===== src/rtl/sha256_compress_iter.sv =====
// Iterative SHA-256 compression engine: ROUNDS_PER_CYCLE rounds per clock, on-the-fly schedule.
// Optional macro SHA256_CHAIN_EN adds first_blk_i so multi-block messages can chain digests.
module sha256_compress_iter #(
    parameter int unsigned BIT_W            = 32,
    parameter int unsigned ROUNDS_PER_CYCLE = 1,
    parameter int unsigned NUM_ROUNDS       = 64
) (
    input  logic                 clk,
    input  logic                 rst_n,
    input  logic                 in_valid_i,
    output logic                 in_ready_o,
    input  logic [16*BIT_W-1:0]  block_in_i,
`ifdef SHA256_CHAIN_EN
    input  logic                 first_blk_i,
`endif
    output logic                 out_valid_o,
    input  logic                 out_ready_i,
    output logic [8*BIT_W-1:0]   digest_out_o
);

    typedef logic [31:0] word_t;
    typedef enum logic [1:0] {StIdle, StRound, StFinal, StDone} state_e;

    localparam int unsigned RndW = $clog2(NUM_ROUNDS + 1);

    if (BIT_W != 32) begin : g_bad_bit_w
        $error("sha256_compress_iter: BIT_W must be 32");
    end
    if (!(ROUNDS_PER_CYCLE inside {1, 2, 4, 8})) begin : g_bad_rpc
        $error("sha256_compress_iter: ROUNDS_PER_CYCLE must be 1, 2, 4 or 8");
    end
    if (NUM_ROUNDS == 0 || NUM_ROUNDS > 64 || (NUM_ROUNDS % ROUNDS_PER_CYCLE) != 0) begin : g_bad_nr
        $error("sha256_compress_iter: NUM_ROUNDS must be 1..64 and a multiple of ROUNDS_PER_CYCLE");
    end

    localparam word_t IV [8] = '{
        32'h6a09e667, 32'hbb67ae85, 32'h3c6ef372, 32'ha54ff53a,
        32'h510e527f, 32'h9b05688c, 32'h1f83d9ab, 32'h5be0cd19
    };

    localparam word_t K [64] = '{
        32'h428a2f98, 32'h71374491, 32'hb5c0fbcf, 32'he9b5dba5,
        32'h3956c25b, 32'h59f111f1, 32'h923f82a4, 32'hab1c5ed5,
        32'hd807aa98, 32'h12835b01, 32'h243185be, 32'h550c7dc3,
        32'h72be5d74, 32'h80deb1fe, 32'h9bdc06a7, 32'hc19bf174,
        32'he49b69c1, 32'hefbe4786, 32'h0fc19dc6, 32'h240ca1cc,
        32'h2de92c6f, 32'h4a7484aa, 32'h5cb0a9dc, 32'h76f988da,
        32'h983e5152, 32'ha831c66d, 32'hb00327c8, 32'hbf597fc7,
        32'hc6e00bf3, 32'hd5a79147, 32'h06ca6351, 32'h14292967,
        32'h27b70a85, 32'h2e1b2138, 32'h4d2c6dfc, 32'h53380d13,
        32'h650a7354, 32'h766a0abb, 32'h81c2c92e, 32'h92722c85,
        32'ha2bfe8a1, 32'ha81a664b, 32'hc24b8b70, 32'hc76c51a3,
        32'hd192e819, 32'hd6990624, 32'hf40e3585, 32'h106aa070,
        32'h19a4c116, 32'h1e376c08, 32'h2748774c, 32'h34b0bcb5,
        32'h391c0cb3, 32'h4ed8aa4a, 32'h5b9cca4f, 32'h682e6ff3,
        32'h748f82ee, 32'h78a5636f, 32'h84c87814, 32'h8cc70208,
        32'h90befffa, 32'ha4506ceb, 32'hbef9a3f7, 32'hc67178f2
    };

    function automatic word_t rotr(input word_t x, input int unsigned n);
        return (x >> n) | (x << (32 - n));
    endfunction

    function automatic word_t bsig0(input word_t x);
        return rotr(x, 2) ^ rotr(x, 13) ^ rotr(x, 22);
    endfunction

    function automatic word_t bsig1(input word_t x);
        return rotr(x, 6) ^ rotr(x, 11) ^ rotr(x, 25);
    endfunction

    function automatic word_t ssig0(input word_t x);
        return rotr(x, 7) ^ rotr(x, 18) ^ (x >> 3);
    endfunction

    function automatic word_t ssig1(input word_t x);
        return rotr(x, 17) ^ rotr(x, 19) ^ (x >> 10);
    endfunction

    function automatic word_t ch(input word_t e, input word_t f, input word_t g);
        return (e & f) ^ (~e & g);
    endfunction

    function automatic word_t maj(input word_t a, input word_t b, input word_t c);
        return (a & b) ^ (a & c) ^ (b & c);
    endfunction

    state_e          state_q, state_d;
    word_t           work_q   [8];
    word_t           work_d   [8];
    word_t           work_nxt [8];
    word_t           w_q      [16];
    word_t           w_d      [16];
    word_t           w_nxt    [16];
    word_t           chain_q  [8];
    word_t           chain_d  [8];
    word_t           digest_q [8];
    word_t           digest_d [8];
    logic [RndW-1:0] rnd_q, rnd_d;
    logic            out_valid_q, out_valid_d;

    // R chained rounds; w_nxt[0] is always the word consumed by the next round.
    always_comb begin : p_rounds
        word_t      t1;
        word_t      t2;
        word_t      w_new;
        logic [5:0] k_idx;
        work_nxt = work_q;
        w_nxt    = w_q;
        t1       = '0;
        t2       = '0;
        w_new    = '0;
        k_idx    = '0;
        for (int unsigned j = 0; j < ROUNDS_PER_CYCLE; j++) begin
            k_idx = 6'(rnd_q) + 6'(j);
            t1 = work_nxt[7] + bsig1(work_nxt[4]) + ch(work_nxt[4], work_nxt[5], work_nxt[6])
               + K[k_idx] + w_nxt[0];
            t2 = bsig0(work_nxt[0]) + maj(work_nxt[0], work_nxt[1], work_nxt[2]);
            w_new = ssig1(w_nxt[14]) + w_nxt[9] + ssig0(w_nxt[1]) + w_nxt[0];
            for (int i = 7; i > 0; i--) begin
                work_nxt[i] = work_nxt[i-1];
            end
            work_nxt[4] = work_nxt[4] + t1;
            work_nxt[0] = t1 + t2;
            for (int i = 0; i < 15; i++) begin
                w_nxt[i] = w_nxt[i+1];
            end
            w_nxt[15] = w_new;
        end
    end

    always_comb begin : p_fsm
        state_d     = state_q;
        work_d      = work_q;
        w_d         = w_q;
        rnd_d       = rnd_q;
        chain_d     = chain_q;
        digest_d    = digest_q;
        out_valid_d = out_valid_q;
        unique case (state_q)
            StIdle: begin
                if (in_valid_i) begin
`ifdef SHA256_CHAIN_EN
                    if (first_blk_i) begin
                        chain_d = IV;
                        work_d  = IV;
                    end else begin
                        work_d  = chain_q;
                    end
`else
                    chain_d = IV;
                    work_d  = IV;
`endif
                    for (int i = 0; i < 16; i++) begin
                        w_d[i] = block_in_i[(15-i)*32 +: 32];
                    end
                    rnd_d   = '0;
                    state_d = StRound;
                end
            end
            StRound: begin
                work_d = work_nxt;
                w_d    = w_nxt;
                rnd_d  = rnd_q + RndW'(ROUNDS_PER_CYCLE);
                if (rnd_d == RndW'(NUM_ROUNDS)) begin
                    state_d = StFinal;
                end
            end
            StFinal: begin
                for (int i = 0; i < 8; i++) begin
                    chain_d[i]  = chain_q[i] + work_q[i];
                    digest_d[i] = chain_q[i] + work_q[i];
                end
                out_valid_d = 1'b1;
                state_d     = StDone;
            end
            StDone: begin
                if (out_ready_i) begin
                    out_valid_d = 1'b0;
                    state_d     = StIdle;
                end
            end
            default: state_d = StIdle;
        endcase
    end

    always_ff @(posedge clk or negedge rst_n) begin
        if (!rst_n) begin
            state_q     <= StIdle;
            work_q      <= '{default: '0};
            w_q         <= '{default: '0};
            chain_q     <= IV;
            digest_q    <= '{default: '0};
            rnd_q       <= '0;
            out_valid_q <= 1'b0;
        end else begin
            state_q     <= state_d;
            work_q      <= work_d;
            w_q         <= w_d;
            chain_q     <= chain_d;
            digest_q    <= digest_d;
            rnd_q       <= rnd_d;
            out_valid_q <= out_valid_d;
        end
    end

    assign in_ready_o  = (state_q == StIdle);
    assign out_valid_o = out_valid_q;

    always_comb begin
        digest_out_o = '0;
        for (int i = 0; i < 8; i++) begin
            digest_out_o[(7-i)*32 +: 32] = digest_q[i];
        end
    end

endmodule


===== config.mk =====
export PLATFORM = sky130hd
export DESIGN_NAME = sha256_compress_iter
export DESIGN_NICKNAME = d
export VERILOG_FILES = /design/src/rtl/sha256_compress_iter.sv
export SDC_FILE = /design/constraint.sdc
export NUM_CORES = 2
export LEC_CHECK = 0
export CAP_MARGIN = 20
export CORE_ASPECT_RATIO = 1.25
export CORE_MARGIN = 2
export CORE_UTILIZATION = 55
export DETAILED_ROUTE_END_ITERATION = 12
export HOLD_SLACK_MARGIN = 0.08
export PLACE_DENSITY = 0.85
export SLEW_MARGIN = 5
export SYNTH_ARGS = -nofsm -noshare
export SYNTH_HDL_FRONTEND = slang
export SYNTH_SLANG_ARGS = --single-unit

===== constraint.sdc =====
create_clock -name clk -period 9.4 [get_ports clk]
set_input_delay 1.88 -clock clk [delete_from_list [all_inputs] [get_ports clk]]
set_output_delay 1.88 -clock clk [all_outputs]
set_load 0.05 [all_outputs]

Word level (Yosys, flattened, before mapping):

Memory sizes are Yosys's and may differ from the RTL's.
Cells that the tools add are included.

* ROM bits: 2048
* register bits after elaboration: 1290
* logic and storage cells: 122
* memories: 1
* output and inout bits: 258
* bits of input ports: 516

Memory list
* (no name shown): depth 64, bits a word 32, rd ports 1, clocked after memory_dff 0, wr ports 0, line 117 `+ K[k_idx] + w_nxt[0];`

* equal/unequal tests: 7
* order comparisons: 1
* reduce and logical (&&, ||, !) cells: 8
* add/sub/neg operators: 19
* bitwise logic cells: 28
* multiplexer cells: 15

Operator list (number)
* $pmux 256 s2: 2
* $pmux 512 s2: 1
* $add 32x32->32: 18
* $mux 512: 1
* $xor 32x32->32: 9
* $mux 256: 1
* $and 32x32->32: 5
* $mux 32: 2
* $not 32->32: 1
* $or 10x32->32: 1
* $or 13x32->32: 1
* $or 14x32->32: 1
* $or 15x32->32: 1
* $or 19x32->32: 1
* $or 21x32->32: 1
* $or 25x32->32: 1
* $or 26x32->32: 1
* $or 30x32->32: 1
* $or 7x32->32: 1
* $xor 32x22->32: 1
* $xor 32x29->32: 1
* $pmux 7 s2: 1
* $pmux 2 s4: 1
* $add 7x1->7 const B: 1
* 14 further kinds: 23

Depth between registers and ports, before layout:

* word-level depth: 9
* mapped depth: 39

Worst setup path after synthesis:

OpenSTA, ideal clock, no wires.

* kind: reg2reg
* start point: register rnd_q[0]
* end point: register work_q, in the netlist work_nxt[223]
* slack: 1662 ps
* data arrival time: 7661 ps
* cell stages (with the launch flop): 39
* period minus slack after synthesis: 7738 ps
* cells stage by stage: dfrtp_1 > clkbuf_1 > clkinv_1 > ha_1 > clkbuf_1 > and2_1 > clkbuf_1 > nor2_1 > a21oi_1 > nor2_1 > a211oi_1 > a31oi_1 > fa_1 > inv_1 > ha_1 > inv_1 > fa_1 > nor2b_4 > [... 3 more ...] > a31oi_4 > a21oi_1 > a21o_1 > a21o_1 > xor2_1 > inv_1 > fa_1 > inv_1 > ha_1 > nor2b_1 > o21ai_0 > o21a_1 > o31ai_1 > or4_1 > a31o_2 > a21oi_1 > xnor3_1 > o21ai_1

* longest elaborated chain between the ends: 8

RTL lines
* from (decl): line 99 `logic [RndW-1:0] rnd_q, rnd_d;`
* from (signal assigned): line 202 `rnd_q <= rnd_d;`
* $not 6->7 (not written as such): line 117
* $mem_v2 64x32
* $mux 32 (not written as such) (2 in a row): line 117
* $add 32x32->32 (2 in a row): line 117
* $add 32x32->32: line 124 `work_nxt[0] = t1 + t2;`
* $pmux 256 s2: line 140 `unique case (state_q)`
* to (signal assigned): line 198 `work_q <= work_d;`
* to (decl): line 89 `word_t work_q [8];`

Every way passes these cells. The select of a mux whose other input is x is not followed.
A chain may end at the register's enable or synchronous reset.

Worst setup path after layout:

* start point: register rnd_q[1]
* end point: register work_q, in the netlist work_nxt[223]

Same word-level chain as after synthesis.

==> flow_summary.yaml <==
clock_tree:
  cts.path.max_buffers: 3
  cts_root_buf: "clkbuf_16"
  clkLatencyLatePin_ns: 0.82
  clock-sinks: 1290
  clk_pin_slew_ns: 0.06
  tritoncts: "built"
  cts_setup_buffers: 0
  htreeDepth: 4
  ctsHoldBuffers: 0
  cts_resized: 0
  cts_buffers: 135
detailed_routing:
  met1_length_um: 101000
  post_drt_wl_per_cell_um: 26.4
  dr.pass1.iters: 6
  wl_met3_um: 23400
  drt_iter0_drc: 5836
  top_layer: "met5"
  route.met2.wl_um: 136000
  via_count: 66500
  vias_per_cell: 6.14
  drcViolationCount: 0
  postRouteAntennaNets: 0
  drt_wl_total_um: 286000
global_routing:
  grt_pass1_vias: 66800
  grt_use_total_pct: 38.4
  grt-ovfl-total: 0
  grt_pass1_wl_um: 422000
  grt_max_degree: 269
  antenna_found_initial: 61
critical_path:
  end_kind: "flop"
  timing.critical_path.required_ns: 10.11
  cp_slowest_stage_delay_ns: 0.57
  cp_top_family: "compound AO/OA/AOI/OAI gates"
  arrival_ns: 9.25
  critPathSlowestCell: "fa_1"
  path_max_fanout: 10
  path_class: "flop to flop"
  critPathMostFrequentCell: "a21oi_1"
  r2r_slack_ns: 0.86
  path_buf_inv: 5
  start_kind: "flop"
synthesis:
  synth.most_common_cell: "dfrtp_1"
  synth_edf_count: 0
  synth_top_area_share_pct: 36.3
  syn-cell-area_mm2: 0.0796
  synth_area_per_cell_um2: 9.61
  yosys_warnings: 0
  synth_nets: 9393
  yosys.area.top_type: "dfrtp_1"
  yosys_register_bits: 1290
  synthFlopType: "dfrtp_1"
  postSynthCellCount: 8285
  seq_area_frac_synth_pct: 40.8
  synth.area.top_cells: "dfrtp_1 (36%), mux2i_1 (6.3%), o21ai_0 (6.3%), ha_1 (6.2%), fa_1 (4.9%)"
  synthArstFlopShare_pct: 100
  synth_commonest_cells: "dfrtp_1 (1154), o21ai_0 (999), nand2_1 (935)"
  ys_types: 94
die:
  num_rows: 156
  die_y_um: 429
  fp.dieW_um: 344
  io_pins: 774
  dieArea_mm2: 0.148
  initial_core_util_pct: 55.2
  coreArea_mm2: 0.144
cells_and_area:
  drive_above_1_share_pct: 7.84
  syn_to_final_growth_pct: 17.7
  nets: 9894
sta:
  skew_ns: 0.0334
  slew_headroom_pct: 5.25
  worstMarginPinSlew_ns: 1.42
  setup_viol: 0
  setup_tns_ns: 0
  hold_viol_final: 0
  slew_viol_final: 0
  fmax_ghz: 0.117
  min_period_ns: 8.54
  timing.final.crit_share_pct: 90.9
  grt_setup_unrepaired: "no"
min_path:
  min_path_type: "flop to flop"
placed_design:
  place.gp.congestion: 0.996
  hpwl_um: 217000
  port_buffers: 773
run_status:
  status: "complete, no violations"
job:
  cap_violations: 0
final timing paths:
| kind | from | end | depth (start not counted) |
|---|---|---|---|
| hold reg to reg | w_nxt[429] | w_nxt[429] | 2 |
| setup / recovery | rnd_q[1] | work_nxt[223] | 36 |
| min in group asynchronous | rst_n | digest_out_o[177] | 1 |
| max in group asynchronous | rst_n | w_nxt[432] | 3 |
| hold / removal | w_nxt[429] | w_nxt[429] | 2 |
| setup reg to reg | rnd_q[1] | work_nxt[223] | 36 |
tightest hold or removal path, delay by kind of cell, from the launching register on:
family             cells  cell delay, ns
DFF                    1            0.34
AOI/OAI and AO/OA      1            0.06
and+or+nand+nor        1            0.05
sequential cells by signal (all words and copies together), names as in the netlist:
signal and count:
rnd_q 7, w_nxt 480, work_q 64, out_valid_o 1, w_q 32, work_nxt 192
state_q 2, chain_q 256, digest_out_o 256
placed cells by master, fill, tap and decap left out, types with 206 or more instances in the layout:
| master | count |
|---|---|
| dfrtp_1 | 1152 |
| o21ai_0 | 997 |
| nand2_1 | 933 |
| clkdlybuf4s50_1 | 772 |
| inv_1 | 569 |
| mux2i_1 | 504 |
| a21oi_1 | 429 |
| ha_1 | 395 |
| xnor2_1 | 379 |
| nor2_1 | 332 |
| xor2_1 | 208 |
| o22a_1 | 206 |
final cells by class:
| cell class | count | area, um2 |
|---|---|---|
| inverters | 573 | 2150 |
| multi-input cells | 5911 | 43200 |
| well taps | 1896 | 2370 |
| clock inverters | 65 | 878 |
| diodes | 48 | 120 |
| fillers | 11200 | 50600 |
| repair buffers | 875 | 8700 |
| flip-flops and latches | 1290 | 32500 |
| clock buffers | 181 | 3800 |
per-layer routing:
layer / up-vias / track usage, %
li1: 29800 / -
met1: 32600 / 43.8
met2: 3156 / 62.4
met3: 1001 / 8.99
met4: 24 / 28.8
met5: - / 0
metrics by stage:
step | instances | area, um2 | hold slack, ns | util [%] | setup WS [ns]
after floorplan | 8285 | 79600 | 0.447 | - | 1.66
after global placement | 10500 | 88900 | 0.459 | 61.6 | 0.969
after detailed placement | 10500 | 88900 | 0.470 | 61.6 | 1.00
after CTS | 10800 | 93500 | 0.479 | 64.8 | 0.934
after global routing | 10800 | 93700 | 0.495 | 64.9 | 0.291
final | 10800 | 93700 | 0.478 | 64.9 | 0.855
logic make-up (layout without fill, tap and decap cells):
family	Yosys count	in the layout	share of synthesized area [%]
AO/OA/AOI/OAI	2361	2361	18.5
XOR/XNOR	589	589	6.51
adder cells (fa/ha/maj)	594	594	11.2
buffers and inverters	1084	1694	5.11
flip-flops	1290	1290	40.8
multiplexers	675	675	8.78
other	0	48	0
AND/OR/NAND/NOR	1692	1692	9.17
Power is left out: the tool's default activity adds up to more than one toggle a clock period on the data nets, which glitch-free logic cannot reach.
